## src/rtl/ped_pkg.sv

```systemverilog
// Shared types and default timing for the pedestrian signal unit.
// Holds the phase state enum, the pedestrian mode code and defaults.
package ped_pkg;

  typedef enum logic [1:0] {
    DONT_WALK = 2'd0,
    WALK      = 2'd1,
    CLEAR     = 2'd2
  } ped_state_t;

  localparam logic [1:0] MODE_PED = 2'd0;

  localparam int DEF_DEBOUNCE_CYC = 2;
  localparam int DEF_WALK_CYC     = 20;
  localparam int DEF_CLEAR_CYC    = 10;
  localparam int DEF_CNT_W        = 5;

endpackage

```

## src/rtl/ped_signal_unit_debounce.sv

```systemverilog
// Button front end: 2-FF synchroniser plus a saturating debounce counter.
// Ports: clk, rst_n, btn (raw async) in; press (one-cycle pulse) out.
module ped_debounce
  import ped_pkg::*;
#(
  parameter int DEBOUNCE_CYC = DEF_DEBOUNCE_CYC,
  parameter int CNT_W        = DEF_CNT_W
) (
  input  logic clk,
  input  logic rst_n,
  input  logic btn,
  output logic press
);

  localparam logic [CNT_W-1:0] DEB    = CNT_W'(DEBOUNCE_CYC);
  localparam logic [CNT_W-1:0] DEB_M1 = CNT_W'(DEBOUNCE_CYC - 1);

  logic             sync1;
  logic             sync2;
  logic [CNT_W-1:0] cnt;

  // Counter parks at DEB while held, so the
  // DEB-1 -> DEB step happens once per hold.
  always_ff @(posedge clk or negedge rst_n) begin
    if (!rst_n) begin
      sync1 <= 1'b0;
      sync2 <= 1'b0;
      cnt   <= '0;
      press <= 1'b0;
    end else begin
      sync1 <= btn;
      sync2 <= sync1;
      if (!sync2) begin
        cnt <= '0;
      end else if (cnt != DEB) begin
        cnt <= cnt + CNT_W'(1);
      end
      press <= sync2 && (cnt == DEB_M1);
    end
  end

endmodule

```

## src/rtl/ped_signal_unit.sv

```systemverilog
// Pedestrian endpoint: latches button requests, drives WALK/DON'T-WALK.
// Ports: clk, rst_n, btn, mode in; ped_req, wait_lamp, walk,
// dont_walk, countdown out. Macro PED_COUNTDOWN_EN enables countdown.
module ped_signal_unit
  import ped_pkg::*;
#(
  parameter int DEBOUNCE_CYC = DEF_DEBOUNCE_CYC,
  parameter int WALK_CYC     = DEF_WALK_CYC,
  parameter int CLEAR_CYC    = DEF_CLEAR_CYC,
  parameter int CNT_W        = DEF_CNT_W
) (
  input  logic             clk,
  input  logic             rst_n,
  input  logic             btn,
  input  logic [1:0]       mode,
  output logic             ped_req,
  output logic             wait_lamp,
  output logic             walk,
  output logic             dont_walk,
  output logic [CNT_W-1:0] countdown
);

  localparam logic [CNT_W-1:0] WALK_LD  = CNT_W'(WALK_CYC - 1);
  localparam logic [CNT_W-1:0] CLEAR_LD = CNT_W'(CLEAR_CYC - 1);

  logic             press;
  logic [1:0]       mode_q;
  logic             mode_ped;
  logic             entry;
  ped_state_t       state_q;
  ped_state_t       state_d;
  logic [CNT_W-1:0] cnt_q;
  logic [CNT_W-1:0] cnt_d;
  logic             walk_d;
  logic             dont_walk_d;

  ped_debounce #(
    .DEBOUNCE_CYC (DEBOUNCE_CYC),
    .CNT_W        (CNT_W)
  ) u_debounce (
    .clk   (clk),
    .rst_n (rst_n),
    .btn   (btn),
    .press (press)
  );

  assign mode_ped  = (mode == MODE_PED);
  // Service acknowledge: controller just entered the pedestrian phase.
  assign entry     = (mode_q != MODE_PED) && mode_ped;
  assign wait_lamp = ped_req;

  always_comb begin
    state_d = state_q;
    cnt_d   = cnt_q;
    unique case (state_q)
      DONT_WALK: begin
        if (entry) begin
          state_d = WALK;
          cnt_d   = WALK_LD;
        end
      end
      WALK: begin
        if (!mode_ped) begin
          state_d = DONT_WALK;
          cnt_d   = '0;
        end else if (cnt_q == '0) begin
          state_d = CLEAR;
          cnt_d   = CLEAR_LD;
        end else begin
          cnt_d = cnt_q - CNT_W'(1);
        end
      end
      CLEAR: begin
        if (!mode_ped || cnt_q == '0) begin
          state_d = DONT_WALK;
          cnt_d   = '0;
        end else begin
          cnt_d = cnt_q - CNT_W'(1);
        end
      end
      default: begin
        state_d = DONT_WALK;
        cnt_d   = '0;
      end
    endcase
  end

  // Lamps are decoded from the next state so they
  // register alongside it; walk and dont_walk are
  // mutually exclusive by construction.
  always_comb begin
    walk_d      = 1'b0;
    dont_walk_d = 1'b1;
    unique case (state_d)
      WALK: begin
        walk_d      = 1'b1;
        dont_walk_d = 1'b0;
      end
      CLEAR: begin
        dont_walk_d = (state_q == CLEAR) ? ~dont_walk : 1'b1;
      end
      default: begin
        walk_d      = 1'b0;
        dont_walk_d = 1'b1;
      end
    endcase
  end

  always_ff @(posedge clk or negedge rst_n) begin
    if (!rst_n) begin
      mode_q    <= MODE_PED;
      ped_req   <= 1'b0;
      state_q   <= DONT_WALK;
      cnt_q     <= '0;
      walk      <= 1'b0;
      dont_walk <= 1'b1;
    end else begin
      mode_q    <= mode;
      state_q   <= state_d;
      cnt_q     <= cnt_d;
      walk      <= walk_d;
      dont_walk <= dont_walk_d;
      // Acknowledge beats a coincident press.
      if (entry) begin
        ped_req <= 1'b0;
      end else if (press && state_q != WALK) begin
        ped_req <= 1'b1;
      end
    end
  end

`ifdef PED_COUNTDOWN_EN
  logic [CNT_W-1:0] countdown_q;

  always_ff @(posedge clk or negedge rst_n) begin
    if (!rst_n) begin
      countdown_q <= '0;
    end else if (state_d == CLEAR) begin
      countdown_q <= cnt_d + CNT_W'(1);
    end else begin
      countdown_q <= '0;
    end
  end

  assign countdown = countdown_q;
`else
  assign countdown = '0;
`endif

endmodule

```

## config.mk

```make
export PLATFORM = sky130hd
export DESIGN_NAME = ped_signal_unit
export DESIGN_NICKNAME = d
export VERILOG_FILES = /design/src/rtl/ped_pkg.sv /design/src/rtl/ped_signal_unit_debounce.sv /design/src/rtl/ped_signal_unit.sv
export SDC_FILE = /design/constraint.sdc
export NUM_CORES = 1
export LEC_CHECK = 0
export BUFFER_PORTS_ARGS = -buffer_cell sky130_fd_sc_hd__buf_2
export CORE_MARGIN = 8
export CORE_UTILIZATION = 60
export DETAILED_ROUTE_END_ITERATION = 12
export MAX_ROUTING_LAYER = met4
export PLACE_DENSITY = 0.82
export SLEW_MARGIN = 20
export SYNTH_ARGS = -nofsm -noshare
export SYNTH_HDL_FRONTEND = slang
export SYNTH_HIERARCHICAL = 1
export SYNTH_SLANG_ARGS = --single-unit
```

## constraint.sdc

```tcl
create_clock -name clk -period 4.75 [get_ports clk]
set_input_delay 0.475 -clock clk [delete_from_list [all_inputs] [get_ports clk]]
set_output_delay 0.475 -clock clk [all_outputs]
set_load 0.005 [all_outputs]
```

== Word-level counts from Yosys, hierarchy flattened ==
Cells that the tools add are included.

* Input bits: 5
* Logic and storage cells: 49
* Register bits: 20
* Output and inout port bits: 9

* Reduce and logical (&&, ||, !) cells: 10
* $add $sub $neg: 2
* Multiplexer cells: 17
* Equality and inequality tests: 9
* Bitwise logic cells: 1

{| class="wikitable"
|+ Operators by type and width
! operator !! count
|-
| 2-to-1 mux 5 bit || 6
|-
| case mux 5 bit (3 select lines) || 1
|-
| 2-to-1 mux 2 bit || 4
|-
| case mux 2 bit (3 select lines) || 1
|-
| adder 5 x 1 -> 5 bit (second input constant) || 1
|-
| equality test 5 x 1 -> 1 bit (second input constant) || 1
|-
| zero test 5 bit || 1
|-
| != test 5 x 2 -> 1 bit (second input constant) || 1
|-
| subtractor 5 x 1 -> 5 bit (second input constant) || 1
|-
| equality test 2 x 1 -> 1 bit (second input constant) || 2
|-
| equality test 2 bit (second input constant) || 2
|-
| zero test 2 bit || 2
|-
| 2-to-1 mux 1 bit || 4
|-
| != test 2 bit (second input constant) || 2
|-
| nonzero test 2 bit || 2
|-
| logical AND 1 bit || 3
|-
| != test 2 x 1 -> 1 bit (second input constant) || 1
|-
| case mux 1 bit (2 select lines) || 1
|-
| zero test 1 bit || 1
|-
| logical OR 1 bit || 1
|-
| NOT 1 bit || 1
|}

== Depth between registers and ports, before layout ==
Gate-level depths: netlist (run 1).

* Depth after elaboration: 7
* Depth in mapped cells: 6

== Hierarchy ==
The synthesis (run 1) kept the hierarchy.

{| class="wikitable"
|+ By module, submodules not included
! module !! times used !! cells an instance !! area an instance (um^2)
|-
| ped_signal_unit || 1 || 74 || 711.9
|-
| ped_debounce || 1 || 31 || 384.1
|}

== Worst setup path before layout (run 1) ==
Ideal clock, no wire load.

* Path kind: reg-to-reg
* Start: register cnt_q[0]
* End: register cnt_q[3]
* Data required time: 4.620 ns
* Slack: 3.163 ns
* Clock period less this slack: 1.587 ns
* Stages on the path, launching flop included: 7
* Arrival time: 1.458 ns
* Setup time: 0.130 ns
* Path through: dfrtp_1 -> inv_1 -> ha_1 -> or4b_4 -> a21oi_1 -> o32a_2 -> a21oi_1

* Longest elaborated chain between the ends: 4

{| class="wikitable"
|+ Ends and longest elaborated chain
! what !! line !! text
|-
| start, declared || ped_signal_unit.sv:32 || <nowiki>logic [CNT_W-1:0] cnt_q;</nowiki>
|-
| start signal, assigned || ped_signal_unit.sv:120 || <nowiki>cnt_q <= cnt_d;</nowiki>
|-
| subtractor 5 x 1 -> 5 bit or zero test 5 bit (tied branches) || - ||
|-
| 2-to-1 mux 5 bit or logical OR 1 bit (tied branches) || ped_signal_unit.sv:66, ped_signal_unit.sv:74 ||
|-
| 2-to-1 mux 5 bit, on equally long branches || ped_signal_unit.sv:63, ped_signal_unit.sv:74 ||
|-
| case mux 5 bit (3 select lines) (*) || ped_signal_unit.sv:55 || <nowiki>unique case (state_q)</nowiki>
|}

Every way passes the cells marked *; elsewhere a longest branch is shown, timed or not.
A chain may end at the register's enable or synchronous reset.

== Worst setup path in the final report (run 1) ==
Ends and elaborated chain as after synthesis.

==> results of run 1 <==
-- metrics by stage --
step,hold slack (ns),instances,setup slack [ns],util,power (W)
after global placement,0.3348,132,3.126,0.6442,0.0003519
after detailed placement,0.3558,132,3.036,0.6442,0.0003619
final,0.08584,136,2.999,0.6652,0.0004572
after CTS,0.1075,136,3.020,0.6652,0.0004590
after floorplan,0.1794,109,3.163,-,0.0003316
after global routing,0.1270,136,2.947,0.6652,0.0004834
-- cells in the mapped netlist (all sizes together) (2+ instances only) --
master  number  area [µm²]
nor2        12       45.04
buf          9       66.31
nor3         3       15.01
nor4b        3       56.31
dfrtp       19       475.5
nand2b       5       31.28
nor3b        2       15.01
a21oi        5       25.02
o21ai        4       27.53
mux2i        4       40.04
ha           4       50.05
o31ai        3       22.52
nand2        4       15.01
inv          6       22.52
nand3        3       15.01
-- state kept, by name, indices dropped and copies added (netlist names) --
register,cells
u_debounce/press,1
u_debounce/cnt,5
cnt_q,5
ped_req,1
dont_walk,1
state_q,2
walk,1
mode_q,2
u_debounce/sync1,1
u_debounce/sync2,1
-- where the power goes --
| group | leakage [nW] | internal [W] | switching [W] | total, W |
|---|---|---|---|---|
| clock network | 0.0210 | 0.0000467 | 0.0000499 | 0.0000967 |
| registers | 0.252 | 0.000199 | 0.0000361 | 0.000235 |
| logic | 0.245 | 0.0000646 | 0.0000611 | 0.000126 |
-- logic make-up (layout without fill, tap and decap cells) --
family          after synthesis  count (layout)
simple gates                 36              36
flops                        20              20
xor+xnor                      2               2
compound gates               21              21
other cells                   1               5
mux                           4               4
fa+ha+maj                     5               5
buf+inv                      16              18
-- path summary, 6_finish.rpt --
kind | slack, ns | endpoint
min reg2reg | 0.37 | u_debounce/sync2$_DFF_PN0_
min in group clk | 0.28 | mode_q[1]$_DFF_PN0_
min | 0.09 | cnt_q[2]$_DFFE_PN0P_
max in group asynchronous | 4.34 | dont_walk$_DFF_PN1_
max | 3.00 | cnt_q[3]$_DFFE_PN0P_
max reg2reg | 3.00 | cnt_q[3]$_DFFE_PN0P_
-- cells in the final DEF (no fill, tap or decap), types with 2 or more instances in the layout --
cell,instances
mux2i_1,4
o31ai_1,3
nand2b_1,5
nor3_1,3
ha_1,4
clkbuf_4,3
nor2_1,12
o21ai_0,2
nor4b_4,2
nand3_1,3
dfrtp_1,19
a21oi_1,5
buf_2,8
conb_1,5
nor3b_1,2
o21ai_2,2
nand2_1,4
inv_1,6
-- area by class of cell --
| cell class | instances | share of cell area |
|---|---|---|
| inverter | 6 | 0.01961 |
| multi-input combinational | 73 | 0.4499 |
| clock buffer | 4 | 0.03159 |
| timing repair buffer | 8 | 0.03486 |
| sequential | 20 | 0.4368 |
| tap | 25 | 0.02723 |
-- worst max-delay path, stage by stage (launching register included) --
cell	delay, ns
dfrtp_1	0.44
inv_1	0.08
ha_1	0.23
or4b_4	0.53
a21oi_1	0.18
o32a_2	0.15
a21oi_1	0.03
-- metal layers --
layer | vias up | GRT usage | routed length, µm
li1 | 375 | - | -
met1 | 377 | 0.1578 | 893
met2 | 56 | 0.1947 | 915
met3 | 4 | 0.04130 | 218
met4 | 0 | 0.06485 | 25
met5 | - | - | 0
==> impl_metrics.tcl, run 1 <==
set metrics [dict create \
    cts-root-buf "clkbuf_4" \
    routed-via-count 812 \
    cell_count_after_synthesis 105 \
    final.setup_skew_ns 0.01281 \
    simple_gate_fraction_of_synth_area 0.2066 \
    muxShareOfSynthArea 0.03653 \
    slew_viol_final 0 \
    place.detailed.hpwl_mm 1.527 \
    cts_tree "built" \
    routed_wire_length_per_instance_um 15.09 \
    final_cell_area_um2 1149 \
    ys_seq_area_frac 0.4578 \
    synth_xor_area_frac 0.01598 \
    gp_congestion 0.9061 \
    post-cts-setup-buffers 0 \
    grt_pass1_vias 795 \
    vdd_ir_drop_max_mv 0.2443 \
    detailedRoute.firstIterationViolations 43 \
    antennaDiodeCount 0 \
    crit-reg2reg-launch "cnt_q[0]$_DFFE_PN0P_" \
    ys_seq_elements 20 \
    floorplan.die.height_um 58.74 \
    crit_required_ns 4.94 \
    synth.cell_area_um2 1096 \
    async_flop_share 1.000 \
    via_per_inst 5.971 \
    fp.dieArea_um2 3450 \
    synth-compound-area-share 0.1404 \
    placement.cell_area_um2 1112 \
    power_density_nw_per_um2 398.0 \
    clock.fmax_mhz 571.2 \
    clk-insertion-delay-late_ns 0.30 \
    yosys_most_used_dff "dfrtp_1" \
    hold_violations 0 \
    multiInputGateArea_um2 516.7 \
    timing.setup.critical_path_class "flop to flop" \
    crit_path_start "cnt_q[0]$_DFFE_PN0P_" \
    design.core.area_um2 1727 \
    period_share 0.3686 \
    synthesis.area_per_instance_um2 10.44 \
    worstSetupEndpointType "flop" \
    dominant_combinational_cell_family_by_area_after_synthesis "simple AND/OR/NAND/NOR gates" \
    routed_wl_mm 2.052 \
    top_level_i_o_count 14 \
    yosysUniqueCellTypes 38 \
    fillerInstances 138 \
    number_of_setup_violations_in_the_final_report 0 \
    start_kind "flop" \
    synthToLayoutAreaGrowth_pct 4.794 \
    leakage_nw 0.5177 \
    fin_setup_tns_ns 0 \
    final_net_count 121 \
    rsz0062_at_grt "false" \
    cts_max_level 1 \
    global_route_wire_length_before_repair_mm 3.470 \
    place.port_buffers 8 \
    status "finished, final reports clean" \
    timing.final.crit_period_ns 1.751 \
    grt_overflow_total 0 \
    grt_max_degree 21 \
    grt_antenna_before_repair 0 \
    die_width_um 58.74 \
    post_synth_fa_ha_maj_area_fraction 0.05479 \
    drv_cap 0 \
    row_count 15 \
    cts_resized 0 \
    area_of_all_sequential_standard_cells_um2 501.7 \
    cts_buffers 3 \
    r2r_cells 6 \
    first_pass_iters 4 \
    detail-route-antenna-nets 0 \
    cts_num_sinks 20 \
    clkTransAtPathRegs_ns 0.11 \
    drive_gt1_frac 0.1892 \
    min_path_type "input pin to asynchronous set/reset pin" \
    clockBufferDepth 2 \
    yosysWarningCount 6 \
    worstPathArrival_ns 1.94 \
    cts_hold_buf 0 \
    path_max_fanout 6 \
    globalRouteTotalUtil 0.1315 \
    drc 0 \
    floorplan.initialDensity 0.6348 \
    post_synth_edffs 0 \
]
Note: power is estimated with default switching activity, not from simulation.
==> run 2: changes to the inputs <==
--- a/config.mk
+++ b/config.mk
@@ -7,10 +7,10 @@
 export LEC_CHECK = 0
 export BUFFER_PORTS_ARGS = -buffer_cell sky130_fd_sc_hd__buf_2
 export CORE_MARGIN = 8
-export CORE_UTILIZATION = 60
+export CORE_UTILIZATION = 55
 export DETAILED_ROUTE_END_ITERATION = 12
 export MAX_ROUTING_LAYER = met4
-export PLACE_DENSITY = 0.82
+export PLACE_DENSITY = 0.76
 export SLEW_MARGIN = 20
 export SYNTH_ARGS = -nofsm -noshare
 export SYNTH_HDL_FRONTEND = slang
==> constraint.sdc (replaced) <==
create_clock -name clk -period 1.8 [get_ports clk]
set_input_delay 0.18 -clock clk [delete_from_list [all_inputs] [get_ports clk]]
set_output_delay 0.18 -clock clk [all_outputs]
set_load 0.005 [all_outputs]
==> run 2 against run 1 <==
  * Total power grew to 2.6 times the previous value
  * Fmax is 3.2% higher
  * Sequential power grew to 2.6 times the previous value
  * Critical path depth stayed put
  * Global-route usage is 0.13 points lower
  * Clock power grew to 2.6 times the previous value
  * Die area is 6.6% higher
  * Final cell count is 5.1% higher
  * Register-to-register slack worse by 2.9 ns
  * Core utilization is 4.2 points lower
  * Combinational power grew to 2.6 times the previous value
  * Critical path type unchanged
==> impl_metrics.tcl, run 2 (synthesis gave the netlist of run 1 again) <==
set metrics [dict create \
    slowest_delay_ns 0.53 \
    layout.cells.most_common "dfrtp_1" \
    cts_buffers 3 \
    design.core.area_um2 1922 \
    grt_antenna_before_repair 0 \
    period_share 0.9425 \
    critical_path.n_buffers_inverters 1 \
    drc 0 \
    die_width_um 60.64 \
    clock.fmax_mhz 589.5 \
    cts_hold_buf 4 \
    timing.setup.critical_path_class "flop to flop" \
    p_clk_frac 0.211 \
    synthToLayoutAreaGrowth_pct 9.361 \
    final.setup_skew_ns 0.001334 \
    leakage_nw 0.5396 \
    post-cts-setup-buffers 0 \
    seqPwrFrac 0.514 \
    netSwitchingPower_w 0.0003687 \
    cp_cell_sequence "inv_1 > ha_1 > or4b_4 > a21oi_1 > o32a_2 > a21oi_1" \
    cts_num_sinks 20 \
    status "finished, final reports clean" \
    place.detailed.hpwl_mm 1.451 \
    crit-reg2reg-launch "cnt_q[0]$_DFFE_PN0P_" \
    pre_cts_slack_ns 0.1264 \
    crit_required_ns 1.99 \
    layout_common_cells "dfrtp_1 (19), nor2_1 (12), buf_2 (8)" \
    cp_top_family "simple AND/OR/NAND/NOR gates" \
    start_kind "flop" \
    antennaDiodeCount 0 \
    reg_top3 "cnt_q x5, u_debounce/cnt x5" \
    via_per_inst 5.406 \
    detail-route-antenna-nets 0 \
    clk-insertion-delay-late_ns 0.29 \
    r2r_setup_slack_ns 0.10 \
    comb_power_share 0.274 \
    routed_wire_length_per_instance_um 13.76 \
    grt_pass1_vias 783 \
    r2r_cells 6 \
    row_count 16 \
    clkTransAtPathRegs_ns 0.10 \
    hold_violations 0 \
    timing.final.crit_period_ns 1.696 \
    layoutNonFillerInstCount 143 \
    placed_cells_incl_taps 135 \
    routed-via-count 773 \
    crit_path_start "cnt_q[0]$_DFFE_PN0P_" \
    placement.cell_area_um2 1122 \
    cts_tree "built" \
    top_level_i_o_count 14 \
    gp_congestion 0.9084 \
    place.port_buffers 8 \
    final_net_count 126 \
    timing.hold.ws_ns 0.3564 \
    globalRouteTotalUtil 0.1301 \
    detailedRoute.firstIterationViolations 12 \
    cts_max_level 1 \
    min_path_type "input pin to asynchronous set/reset pin" \
    rsz0062_at_grt "false" \
    critical_path.reg2reg.endpoint "cnt_q[3]$_DFFE_PN0P_" \
    vdd_ir_drop_max_mv 0.5674 \
    floorplan.initialDensity 0.5703 \
    slew_viol_final 0 \
    fp.dieArea_um2 3677 \
    timing.critical_path.slowest_stage_cell "or4b_4" \
    power_switching_share 0.3093 \
    fin_setup_tns_ns 0 \
    floorplan.die.height_um 60.64 \
    grt_max_degree 21 \
    power_density_nw_per_um2 994.5 \
    setup_slack_ns 0.1036 \
    worstSetupEndpointType "flop" \
    grt_overflow_total 0 \
    drv_cap 0 \
    first_pass_iters 4 \
    drive_gt1_frac 0.1897 \
    final_cell_area_um2 1199 \
    intPower_w 0.0008233 \
    path_max_fanout 6 \
    routed_wl_mm 1.967 \
    clockBufferDepth 2 \
    global_route_wire_length_before_repair_mm 3.415 \
    cts_resized 0 \
    worstPathArrival_ns 1.88 \
    cts-root-buf "clkbuf_4" \
    cpMostUsedCell "a21oi_1" \
    number_of_setup_violations_in_the_final_report 0 \
]
## run 2: cell count changes in the layout (fill, tap and decap cells not counted)
cell,previous run,this run
buf_4,0,1
dlygate4sd3_1,0,4
## run 2: how the worst max path moves through the flow
stage	to	slack (ns)	cells past startpoint
global route	cnt_q[3]$_DFFE_PN0P_	0.03	6
finish	cnt_q[3]$_DFFE_PN0P_	0.10	6
detailed placement	cnt_q[3]$_DFFE_PN0P_	0.13	6
floorplan	cnt_q[3]$_DFFE_PN0P_	0.21	6
global placement	cnt_q[3]$_DFFE_PN0P_	0.15	6
CTS	cnt_q[3]$_DFFE_PN0P_	0.12	6
## run 2: power by group through the flow
stage,clock network (W),logic (W),registers [W]
global placement,0,0.000319,0.000618
detailed placement,0,0.000325,0.000625
CTS,0.000270,0.000333,0.000615
floorplan,0,0.000273,0.000602
finish,0.000252,0.000327,0.000613
global route,0.000282,0.000373,0.000629
## run 2: final cells by class
type	count	area, µm²
Clock buffer	4	36.28
Fill cell	178	723.2
Inverter	6	22.52
Multi-Input combinational cell	73	516.7
Sequential cell	20	501.7
Tap cell	27	33.78
Timing Repair Buffer	13	87.58
## run 2: stage by stage
stage | power [W] | util
3_5_place_dp | 0.0009491 | 0.5840
2_1_floorplan | 0.0008751 | -
6_report | 0.001192 | 0.6237
5_1_grt | 0.001284 | 0.6237
3_3_place_gp | 0.0009368 | 0.5840
4_1_cts | 0.001217 | 0.6237
## run 2: routing by layer
| metal | vias up | share of wire | track usage |
|---|---|---|---|
| li1 | 382 | - | - |
| met1 | 374 | 0.42 | 0.1400 |
| met2 | 13 | 0.53 | 0.2142 |
| met3 | 4 | 0.026 | 0.01907 |
| met4 | 0 | 0.022 | 0.09302 |
| met5 | - | 0 | - |
## run 2: worst register-to-register path: cells and delay by family, from the launching register on
family / cells / cell delay, ns
adder cells (fa/ha/maj): 1 / 0.21
AO/OA/AOI/OAI: 3 / 0.35
buffers and inverters: 1 / 0.08
AND/OR/NAND/NOR: 1 / 0.53
flip-flops: 1 / 0.43
